## src/rtl/muldiv_pkg.sv

```systemverilog
// muldiv_pkg: shared definitions for the iterative multiply/divide unit.
//   - op_e    : MULT/MULTU/DIV/DIVU encodings as presented on the Op port
//   - state_e : sequencer states (IDLE, CALC, FIX)
//   - ITER    : radix-2 steps per operation at the default width
//   - CNT_W   : iteration counter width at the default width
//   - cnt_width(): counter width for any operand width
package muldiv_pkg;

    localparam int DEF_WIDTH = 32;
    localparam int ITER      = DEF_WIDTH;

    // One extra bit so the counter can represent WIDTH itself.
    function automatic int cnt_width(input int width);
        return $clog2(width) + 1;
    endfunction

    localparam int CNT_W = cnt_width(DEF_WIDTH);

    typedef enum logic [1:0] {
        OP_MULT  = 2'b00,
        OP_MULTU = 2'b01,
        OP_DIV   = 2'b10,
        OP_DIVU  = 2'b11
    } op_e;

    typedef enum logic [1:0] {
        IDLE,
        CALC,
        FIX
    } state_e;

endpackage

```

## src/rtl/muldiv_negate.sv

```systemverilog
// muldiv_negate: combinational two's-complement negation.
//   value   in  W  operand
//   negated out W  (-value) modulo 2^W
module muldiv_negate #(
    parameter int W = 32
) (
    input  logic [W-1:0] value,
    output logic [W-1:0] negated
);

    assign negated = ~value + W'(1);

endmodule

```

## src/rtl/muldiv_unit.sv

```systemverilog
// muldiv_unit: iterative MULT/MULTU/DIV/DIVU unit for the MIPS execute stage.
// Operands are made non-negative at launch, WIDTH radix-2 steps run in CALC,
// and signs are restored in FIX when HI/LO are written.
//   Clk      in   rising-edge clock
//   Rst      in   synchronous active-high reset
//   Start    in   launch request, sampled only in IDLE
//   Op       in   00 MULT, 01 MULTU, 10 DIV, 11 DIVU
//   Flush    in   cancel the in-flight operation
//   Rs_data  in   multiplicand / dividend
//   Rt_data  in   multiplier / divisor
//   Busy     out  operation in flight (registered)
//   Done     out  one-cycle pulse when HI/LO update
//   HI       out  product high half / remainder
//   LO       out  product low half / quotient
module muldiv_unit
    import muldiv_pkg::*;
#(
    parameter int WIDTH = DEF_WIDTH
) (
    input  logic             Clk,
    input  logic             Rst,
    input  logic             Start,
    input  logic [1:0]       Op,
    input  logic             Flush,
    input  logic [WIDTH-1:0] Rs_data,
    input  logic [WIDTH-1:0] Rt_data,
    output logic             Busy,
    output logic             Done,
    output logic [WIDTH-1:0] HI,
    output logic [WIDTH-1:0] LO
);

    localparam int CW = cnt_width(WIDTH);

    state_e             state;
    op_e                op_q;
    logic               sign_a;
    logic               sign_b;
    logic               div_zero;
    logic [WIDTH-1:0]   rs_raw;
    logic [WIDTH-1:0]   opa;       // |multiplicand| or shifting |dividend|
    logic [WIDTH-1:0]   opb;       // shifting |multiplier| or |divisor|
    logic [2*WIDTH-1:0] acc;       // product, or {remainder, quotient}
    logic [CW-1:0]      cnt;

    // ---------------- launch: absolute values for signed ops ----------------
    logic             start_signed;
    logic [WIDTH-1:0] rs_neg, rt_neg, rs_abs, rt_abs;

    assign start_signed = ~Op[0];

    muldiv_negate #(.W(WIDTH)) u_neg_rs (.value(Rs_data), .negated(rs_neg));
    muldiv_negate #(.W(WIDTH)) u_neg_rt (.value(Rt_data), .negated(rt_neg));

    assign rs_abs = (start_signed && Rs_data[WIDTH-1]) ? rs_neg : Rs_data;
    assign rt_abs = (start_signed && Rt_data[WIDTH-1]) ? rt_neg : Rt_data;

    // ---------------- one radix-2 step ----------------
    logic             is_div;
    logic [WIDTH-1:0] mul_addend;
    logic [WIDTH:0]   mul_sum;
    logic [WIDTH:0]   rem_sh;
    logic             rem_ge;
    logic [WIDTH-1:0] rem_sub;

    assign is_div     = (op_q == OP_DIV) || (op_q == OP_DIVU);
    assign mul_addend = opb[0] ? opa : {WIDTH{1'b0}};
    // Carry out of the high half becomes the MSB after the right shift.
    assign mul_sum    = {1'b0, acc[2*WIDTH-1:WIDTH]} + {1'b0, mul_addend};

    // Restoring divide: the shifted remainder can reach WIDTH+1 bits, but the
    // difference always fits WIDTH bits whenever the subtraction is kept.
    assign rem_sh  = {acc[2*WIDTH-1:WIDTH], opa[WIDTH-1]};
    assign rem_ge  = rem_sh >= {1'b0, opb};
    assign rem_sub = rem_sh[WIDTH-1:0] - opb;

    // ---------------- sign fix-up ----------------
    logic [2*WIDTH-1:0] prod_neg;
    logic [WIDTH-1:0]   quo_neg, rem_neg;
    logic [2*WIDTH-1:0] prod_fix;
    logic [WIDTH-1:0]   fix_hi, fix_lo;

    muldiv_negate #(.W(2*WIDTH)) u_neg_prod (.value(acc), .negated(prod_neg));
    muldiv_negate #(.W(WIDTH)) u_neg_quo (.value(acc[WIDTH-1:0]), .negated(quo_neg));
    muldiv_negate #(.W(WIDTH)) u_neg_rem (.value(acc[2*WIDTH-1:WIDTH]), .negated(rem_neg));

    // NOTE: every output of this block gets a default first, so no path
    // through the branches can leave one unassigned and infer a latch.
    always_comb begin
        prod_fix = (sign_a ^ sign_b) ? prod_neg : acc;
        fix_hi   = prod_fix[2*WIDTH-1:WIDTH];
        fix_lo   = prod_fix[WIDTH-1:0];
        if (is_div) begin
            if (div_zero) begin
                fix_hi = rs_raw;
                fix_lo = {WIDTH{1'b1}};
            end else begin
                fix_hi = sign_a ? rem_neg : acc[2*WIDTH-1:WIDTH];
                fix_lo = (sign_a ^ sign_b) ? quo_neg : acc[WIDTH-1:0];
            end
        end
    end

    // ---------------- sequencer and state ----------------
    // NOTE: all state below uses non-blocking assignments so every register
    // samples pre-edge values regardless of statement order.
    always_ff @(posedge Clk) begin
        if (Rst) begin
            state    <= IDLE;
            op_q     <= OP_MULT;
            sign_a   <= 1'b0;
            sign_b   <= 1'b0;
            div_zero <= 1'b0;
            rs_raw   <= '0;
            opa      <= '0;
            opb      <= '0;
            acc      <= '0;
            cnt      <= '0;
            Busy     <= 1'b0;
            Done     <= 1'b0;
            HI       <= '0;
            LO       <= '0;
        end else begin
            Done <= 1'b0;
            unique case (state)
                IDLE: begin
                    if (Start && !Flush) begin
                        op_q     <= op_e'(Op);
                        sign_a   <= start_signed && Rs_data[WIDTH-1];
                        sign_b   <= start_signed && Rt_data[WIDTH-1];
                        div_zero <= Op[1] && (Rt_data == '0);
                        rs_raw   <= Rs_data;
                        opa      <= rs_abs;
                        opb      <= rt_abs;
                        acc      <= '0;
                        cnt      <= '0;
                        Busy     <= 1'b1;
                        state    <= CALC;
                    end
                end
                CALC: begin
                    if (Flush) begin
                        Busy  <= 1'b0;
                        state <= IDLE;
                    end else begin
                        if (is_div) begin
                            acc <= {(rem_ge ? rem_sub : rem_sh[WIDTH-1:0]),
                                    acc[WIDTH-2:0], rem_ge};
                            opa <= opa << 1;
                        end else begin
                            acc <= {mul_sum, acc[WIDTH-1:1]};
                            opb <= opb >> 1;
                        end
                        cnt <= cnt + CW'(1);
                        if (cnt == CW'(WIDTH - 1)) begin
                            state <= FIX;
                        end
                    end
                end
                FIX: begin
                    if (!Flush) begin
                        HI   <= fix_hi;
                        LO   <= fix_lo;
                        Done <= 1'b1;
                    end
                    Busy  <= 1'b0;
                    state <= IDLE;
                end
                default: begin
                    Busy  <= 1'b0;
                    state <= IDLE;
                end
            endcase
        end
    end

endmodule

```

## config.mk

```make
export PLATFORM = sky130hd
export DESIGN_NAME = muldiv_unit
export DESIGN_NICKNAME = d
export VERILOG_FILES = /design/src/rtl/muldiv_pkg.sv /design/src/rtl/muldiv_negate.sv /design/src/rtl/muldiv_unit.sv
export SDC_FILE = /design/constraint.sdc
export NUM_CORES = 1
export LEC_CHECK = 0
export ABC_AREA = 1
export BUFFER_PORTS_ARGS = -buffer_cell sky130_fd_sc_hd__buf_2
export CORE_AREA = 2 2 287 232
export DETAILED_ROUTE_END_ITERATION = 7
export DIE_AREA = 0 0 289 234
export GPL_ROUTABILITY_DRIVEN = 0
export PLACE_DENSITY = 0.42
export SLEW_MARGIN = 20
export SYNTH_ARGS = -nofsm -noshare
export SYNTH_HDL_FRONTEND = slang
export SYNTH_SLANG_ARGS = --single-unit
export TNS_END_PERCENT = 5
```

## constraint.sdc

```tcl
create_clock -name Clk -period 5 [get_ports Clk]
set_input_delay 1 -clock Clk [delete_from_list [all_inputs] [get_ports Clk]]
set_output_delay 1 -clock Clk [all_outputs]
set_load 0.01 [all_outputs]
```

==> metrics, run 1 <==
Cell Chain, Critical Path ha_1 -> nand2_1 -> nor2_1 -> and2_1 -> nand3_1 -> nand3_1 -> nor2_4 -> nand2_2 -> nand2_1 -> inv_1 -> o21ai_0 -> nand2_1 -> a21oi_1; relative slew slack 30.2%; Layout Nets 3501; Worst Tran Pin Value 1.04 ns; HP Class reg -> reg; CP top delay family simple AND/OR/NAND/NOR gates; Final TNS setup 0 ns; first-pass GRT wire length 133000 um; GRT Resource Usage Total 26.2%; Starting Density 29.6%; Overflow after GRT 0; Core Footprint 65000 um^2; crit end category register; via count of the first global-routing pass 20100; routed len/inst 21.4 um; Crit path arrival time 4.12 ns; r2r setup slk 1.33 ns; # rows 84; critical path class reg -> reg; Horiz. Die Dim 289 um; worst-case vdd ir drop 266 uV; Pins Over Slew Limit 0; final-report hold violation count 0; worst skew pair latency 0.62 ns; Yosys top cell area share 24.8%; footprint of the multi-input gates 12200 um^2; Fillers 7424; drt pass-1 iters 6; Worst Clk Skew 0.0494 ns; register area 4770 um^2; Syn Inst Count 3294; top post-synthesis cells by count 896 x nand2_1, 463 x inv_1, 349 x a21oi_1, 327 x nor2_1, 238 x dfxtp_1; HP Start opb[22]; Synth area leaders dfxtp_1 25%, nand2_1 17%, a21oi_1 9.1%; post-route DRC violation count 0; Worst Path Buf+Inv 1; register area share after synthesis 24.8%; total power 6.66 mW; H-tree levels 1; share of layout cells above drive strength 1 7.36%; final WL 90600 um; Detailed Place HPWL 71600 um; Die H 234 um; Avg Vias per Cell 5.24; Setup WS pre-CTS 1.47 ns; pwr/cell area 307 nW/um^2; hold path cells 2; Largest stage delay, worst path 0.70 ns; Most common cell on crit path nand2_1; final worst setup slack 1.33 ns; Critical R2R Launch acc[55]; status completed; CTS resizes 0; Critical Path RT 5.45 ns; reg2reg end acc[34]; Vias 22200; FMAX 272 MHz; final setup fails 0; RSZ-0062 raised after global routing false; most frequent cell after synthesis nand2_1; CP max-delay cell dfxtp_1; FFs w/ async S/R, synth 0%; Clk pin slew, worst setup/hold paths 0.07 ns; mapped cell area 19200 um^2; # IOs 136; remaining antenna violation count 0; die footprint 67600 um^2; Hold EP opb[22]; Leak 10.8 nW; Synth Flop Type dfxtp_1; initial antenna violation count 1; yosys warns 0; Period minus WS final 3.67 ns; CTS tree yes; clk sink count 238; Port Buf Inserts 135; reg2reg path depth 13; synthesized net count 3436; final hold slack 0.463 ns; Post-synth EDFFs 0; root buffer cell clkbuf_16; Unique masters post-synth 50; DRT iter0 DRCs 2564; top cell type by total area after synthesis dfxtp_1; number of synthesized register bits 238; area grow syn2layout 13.0%; postcts setup bufs 0; syn avg cell area 5.84 um^2; fin crit share 73.5%; clk buf depth 3; startpoint types register; CP Max Fanout 21; total CTS buffers 30; largest net degree at the start of global routing 90; max-cap viol count 0; Hold-fix buffers, CTS 0
==> registers in the layout (all words and copies together) (netlist names) <==
signal / cells
acc: 64
div_zero: 1
rs_raw: 32
sign_b: 1
Done: 1
sign_a: 1
op_q: 1
Busy: 1
opa: 32
cnt: 6
state: 2
opb: 32
LO: 32
HI: 32
==> placed cells by master, fill, tap and decap left out, types with 18 or more instances in the layout <==
cell type / n
buf_2: 134
xor2_1: 74
buf_4: 33
ha_1: 70
o211ai_1: 26
o21ai_0: 232
nor3_1: 42
nand2_1: 895
a31oi_1: 18
clkbuf_16: 30
nand4_1: 47
o221ai_1: 41
a21oi_1: 349
inv_1: 460
nand3_1: 196
dfxtp_1: 237
o22ai_1: 23
nor2_1: 327
==> routing by layer <==
metal / global-route usage, % / share of wire (%) / routed length, um / vias up
met4: 4.53 / 1.7 / 1540 / 0
met1: 41.9 / 52 / 46900 / 10500
li1: - / - / - / 10800
met3: 4.78 / 8.2 / 7460 / 71
met2: 35.5 / 38 / 34700 / 827
met5: 0 / 0 / 0 / -
==> worst reg2reg max path, cell delays in order (launching register included) <==
cell     delay, ns
dfxtp_1       0.70
ha_1          0.38
nand2_1       0.12
nor2_1        0.27
and2_1        0.17
nand3_1       0.14
nand3_1       0.17
nor2_4        0.08
nand2_2       0.50
nand2_1       0.16
inv_1         0.43
o21ai_0       0.20
nand2_1       0.11
a21oi_1       0.06
==> cells by family (layout without fill, tap and decap cells) <==
family / after synthesis / after routing / share of synthesized area [%]
AOI/OAI and AO/OA: 739 / 739 / 21.3
xor gates and xnor gates: 91 / 91 / 4.14
buffers and inverters: 605 / 693 / 12.0
DFF: 238 / 238 / 24.8
and+or+nand+nor: 1549 / 1549 / 33.1
adders and majority gates: 72 / 72 / 4.76
other: 0 / 1 / 0
==> final cells by class <==
cell class	instances	share of cell area [%]
antenna	1	0.0115
clock buffer	48	4.18
clock inverter	7	0.518
inverter	471	8.13
multi-input combinational	2451	56.1
sequential	238	21.9
tap	860	4.95
timing repair buffer	167	4.22
==> per-stage QoR <==
step / instances / utilization [%] / cell area, um^2
2_1_floorplan: 3294 / - / 19200
3_3_place_gp: 4187 / 31.9 / 20700
3_5_place_dp: 4187 / 31.9 / 20700
4_1_cts: 4242 / 33.5 / 21700
5_1_grt: 4242 / 33.5 / 21700
6_report: 4243 / 33.5 / 21700
==> where the power goes <==
group          leakage (nW)  internal (mW)  switching [mW]
Clock                 0.497           1.34           0.939
Sequential             1.94           2.03           0.142
Combinational          8.33          0.597            1.62
==> worst max-delay path by stage <==
stage | start | end | slack [ns] | cells past startpoint
after floorplan | Rs_data[0] | opa[28] | 2.42 | 13
after global routing | acc[37] | acc[34] | 1.16 | 14
after global placement | acc[35] | acc[34] | 1.50 | 13
after CTS | acc[55] | acc[34] | 1.42 | 13
after detailed placement | acc[37] | acc[34] | 1.47 | 14
final | acc[55] | acc[34] | 1.33 | 13
Note: power is estimated with default switching activity, not from simulation.
==> run 2: changes to the inputs <==
- ABC_AREA: 1 -> 0
- CORE_AREA: 2 2 287 232 -> 2 2 270 219
- DIE_AREA: 0 0 289 234 -> 0 0 272 221
- PLACE_DENSITY: 0.42 -> 0.44
- clock period: 5 -> 3.3 ns (I/O delays scaled with it)
==> run 2 against run 1 <==
Clock power is 57% higher. Sequential cell count unchanged. Critical path depth decreased by 1. Cell count fell by 23%. First-iteration DRC count shrank 44%. Sequential power is 40% higher. Clock skew decreased by 0.037 ns.
==> metrics, run 2 <==
# rows 79 (-6.0%); Critical Path RT 3.79 ns (-1.66 ns); Unique masters post-synth 80 (+60%); pwr/cell area 395 nW/um^2 (+29%); top cell type by total area after synthesis dfxtp_1; most frequent cell after synthesis nor2_1; CP max-delay cell o31ai_1; Largest stage delay, worst path 0.43 ns (-0.27 ns); via count of the first global-routing pass 16400 (-19%); most frequent cells in the layout 284 x nor2_1, 260 x a21oi_1, 239 x nand2_1; FFs w/ async S/R, synth 0% (unchanged); Starting Density 29.8% (+0.16 points); synthesized net count 2474 (-28%); H-tree levels 1 (unchanged); Pins Over Slew Limit 0 (unchanged); Critical R2R Launch opb[0]; drt pass-1 iters 5 (-1); yosys warns 0 (unchanged); Period minus WS final 3.28 ns (-0.395 ns); area grow syn2layout 19.6%; register area share after synthesis 27.9% (+3.1 points); r2r setup slk 0.02 ns (-1.30 ns); Core Footprint 57400 um^2 (-12%); total CTS buffers 31 (+3.3%); worst-case vdd ir drop 336 uV (+26%); first-pass GRT wire length 103000 um (-23%); clk sink count 238 (unchanged); die footprint 60100 um^2 (-11%); Avg Vias per Cell 5.42 (+3.4%); CP Max Fanout 9 (-57%); status completed; Fillers 6031 (-19%); mapped cell area 17100 um^2 (-11%); HP Class in -> reg; Hold EP LO[19]; remaining antenna violation count 0 (unchanged); relative slew slack 48.9% (+19 points); final setup fails 0 (unchanged); Worst Path Buf+Inv 1 (unchanged); DRT iter0 DRCs 1445 (-44%); final WL 67700 um (-25%); reg2reg path depth 12 (-1); FMAX 305 MHz (+12%); initial antenna violation count 1 (unchanged); number of synthesized register bits 238 (unchanged); post-route DRC violation count 0 (unchanged); root buffer cell clkbuf_16; HP Start Rst; Largest register FFs 64 (unchanged); top post-synthesis cells by count 288 x nor2_1, 262 x a21oi_1, 239 x nand2_1, 238 x dfxtp_1, 157 x clkbuf_1; clk buf depth 3 (unchanged); most common cell after layout, fill and taps aside nor2_1; Worst Tran Pin Value 0.765 ns (-0.275 ns); CP top delay family compound AO/OA/AOI/OAI gates; Syn Inst Count 2332 (-29%); Horiz. Die Dim 272 um (-5.9%); Final Core Density 35.6% (+2.1 points); Clk pin slew, worst setup/hold paths 0.06 ns (about the same); Layout Nets 2615 (-25%); Post-synth EDFFs 0 (unchanged); max-cap viol count 0 (unchanged); final-report hold violation count 0 (unchanged); Crit path arrival time 3.77 ns (-0.35 ns); worst skew pair latency 0.60 ns (-0.02 ns); register with the most flip-flops acc; Yosys top cell area share 27.9% (+3.1 points); GRT Resource Usage Total 21.8% (-4.3 points); Port Buf Inserts 135 (unchanged); Synth area leaders dfxtp_1 28%, a21oi_1 7.7%, nor2_1 6.3%; routed len/inst 20.7 um (-2.9%); final instance area 20500 um^2 (-5.9%); crit end category register; syn avg cell area 7.33 um^2 (+26%); Detailed Place HPWL 52600 um (-27%); Die H 221 um (-5.6%); share of layout cells above drive strength 1 15.2% (+7.8 points); Overflow after GRT 0 (unchanged); largest net degree at the start of global routing 108 (+20%); # IOs 136 (unchanged); startpoint types register; reg2reg end acc[62]; RSZ-0062 raised after global routing true; Vias 17700 (-20%); CTS tree yes; Placed Area 19300 um^2 (-6.8%); critical path class reg -> reg; Worst Clk Skew 0.0125 ns (-0.0369 ns); fin crit share 99.3% (+26 points); hold path cells 2 (unchanged); Cell Chain, Critical Path buf_4 -> and2_1 -> ha_1 -> nand2_1 -> o311a_1 -> o31ai_1 -> a21oi_1 -> nor2_1 -> a21oi_1 -> o31ai_1 -> mux2i_1 -> a221o_1; Leak 8.18 nW (-24%); Synth Flop Type dfxtp_1
run 2: cell types whose count changed in the layout (fill, tap and decap cells not counted), moves of 34 or more:
cell / change
nand2_1: -656
inv_1: -399
nand3_1: -159
buf_4: +117
o21ai_0: -106
xnor2_1: +100
a21oi_1: -89
a211oi_1: +80
mux2i_1: +51
nor2_1: -43
and2_1: +42
nand4_1: -34
o221ai_1: -34
run 2: how the worst max path moves through the flow:
stage,startpoint,to,cells after the start
after detailed placement,opb[0],acc[54],11
after global placement,opb[0],acc[54],11
after CTS,opb[0],acc[54],11
after global routing,opb[0],acc[62],14
after floorplan,opb[0],acc[61],14
final,opb[0],acc[62],12
run 2: report_power, final:
part	internal (mW)	switching (mW)	leakage [nW]	total, mW
clock	2.19	1.40	0.519	3.59
combinational	0.540	0.902	5.73	1.44
sequential	2.95	0.0913	1.93	3.04
total	5.68	2.39	8.18	8.07
run 2: final cells by class:
| class | count | area [um^2] | share of cell area (%) |
|---|---|---|---|
| flip-flops and latches | 238 | 4770 | 23.3 |
| diodes | 3 | 7.51 | 0.0367 |
| multi-input cells | 1852 | 11500 | 56.3 |
| inverters | 61 | 229 | 1.12 |
| repair buffers | 289 | 1900 | 9.27 |
| clock inverters | 9 | 166 | 0.814 |
| clock buffers | 45 | 898 | 4.39 |
| well taps | 769 | 962 | 4.70 |
run 2: kinds of logic after synthesis:
family | share of synthesized area (%)
buf+inv | 5.49
mux | 3.18
compound gates | 25.6
simple gates | 22.5
fa+ha+maj | 5.35
xor+xnor | 10.0
flops | 27.9
run 2: worst reg2reg max path: cells and delay by family, from the launching register on:
kind,cells,cell delay [ns]
buffers and inverters,1,0.16
multiplexers,1,0.12
adder cells (fa/ha/maj),1,0.34
flip-flops,1,0.32
AND/OR/NAND/NOR,3,0.46
AO/OA/AOI/OAI,6,1.78
run 2: routing by layer:
layer | share of wire, % | global-route usage [%]
met1 | 53 | 35.0
met2 | 39 | 29.9
met3 | 7.0 | 4.15
met4 | 1.4 | 3.35
met5 | 0 | 0
run 2: repair_timing:
action                     in CTS  in global routing
hold buffers                    0                  0
resized for setup               1                 14
pin swaps                       0                  6
setup buffers                   0                  1
setup endpoints to repair       1                 20
hold endpoints to repair        0                  0
run 2: stage by stage:
| step | std cells | TNS [ns] | hold slack [ns] | setup WS, ns | power [mW] |
|---|---|---|---|---|---|
| 6_report | 3266 | 0 | 0.275 | 0.0225 | 8.07 |
| 5_1_grt | 3263 | -0.207 | 0.265 | -0.131 | 8.40 |
| 4_1_cts | 3262 | 0 | 0.254 | 0.0200 | 8.12 |
| 3_5_place_dp | 3208 | -0.0878 | 0.447 | -0.0878 | 4.51 |
| 3_3_place_gp | 3207 | -0.108 | 0.444 | -0.108 | 4.50 |
| 2_1_floorplan | 2332 | 0 | 0.431 | 0.0596 | 3.96 |
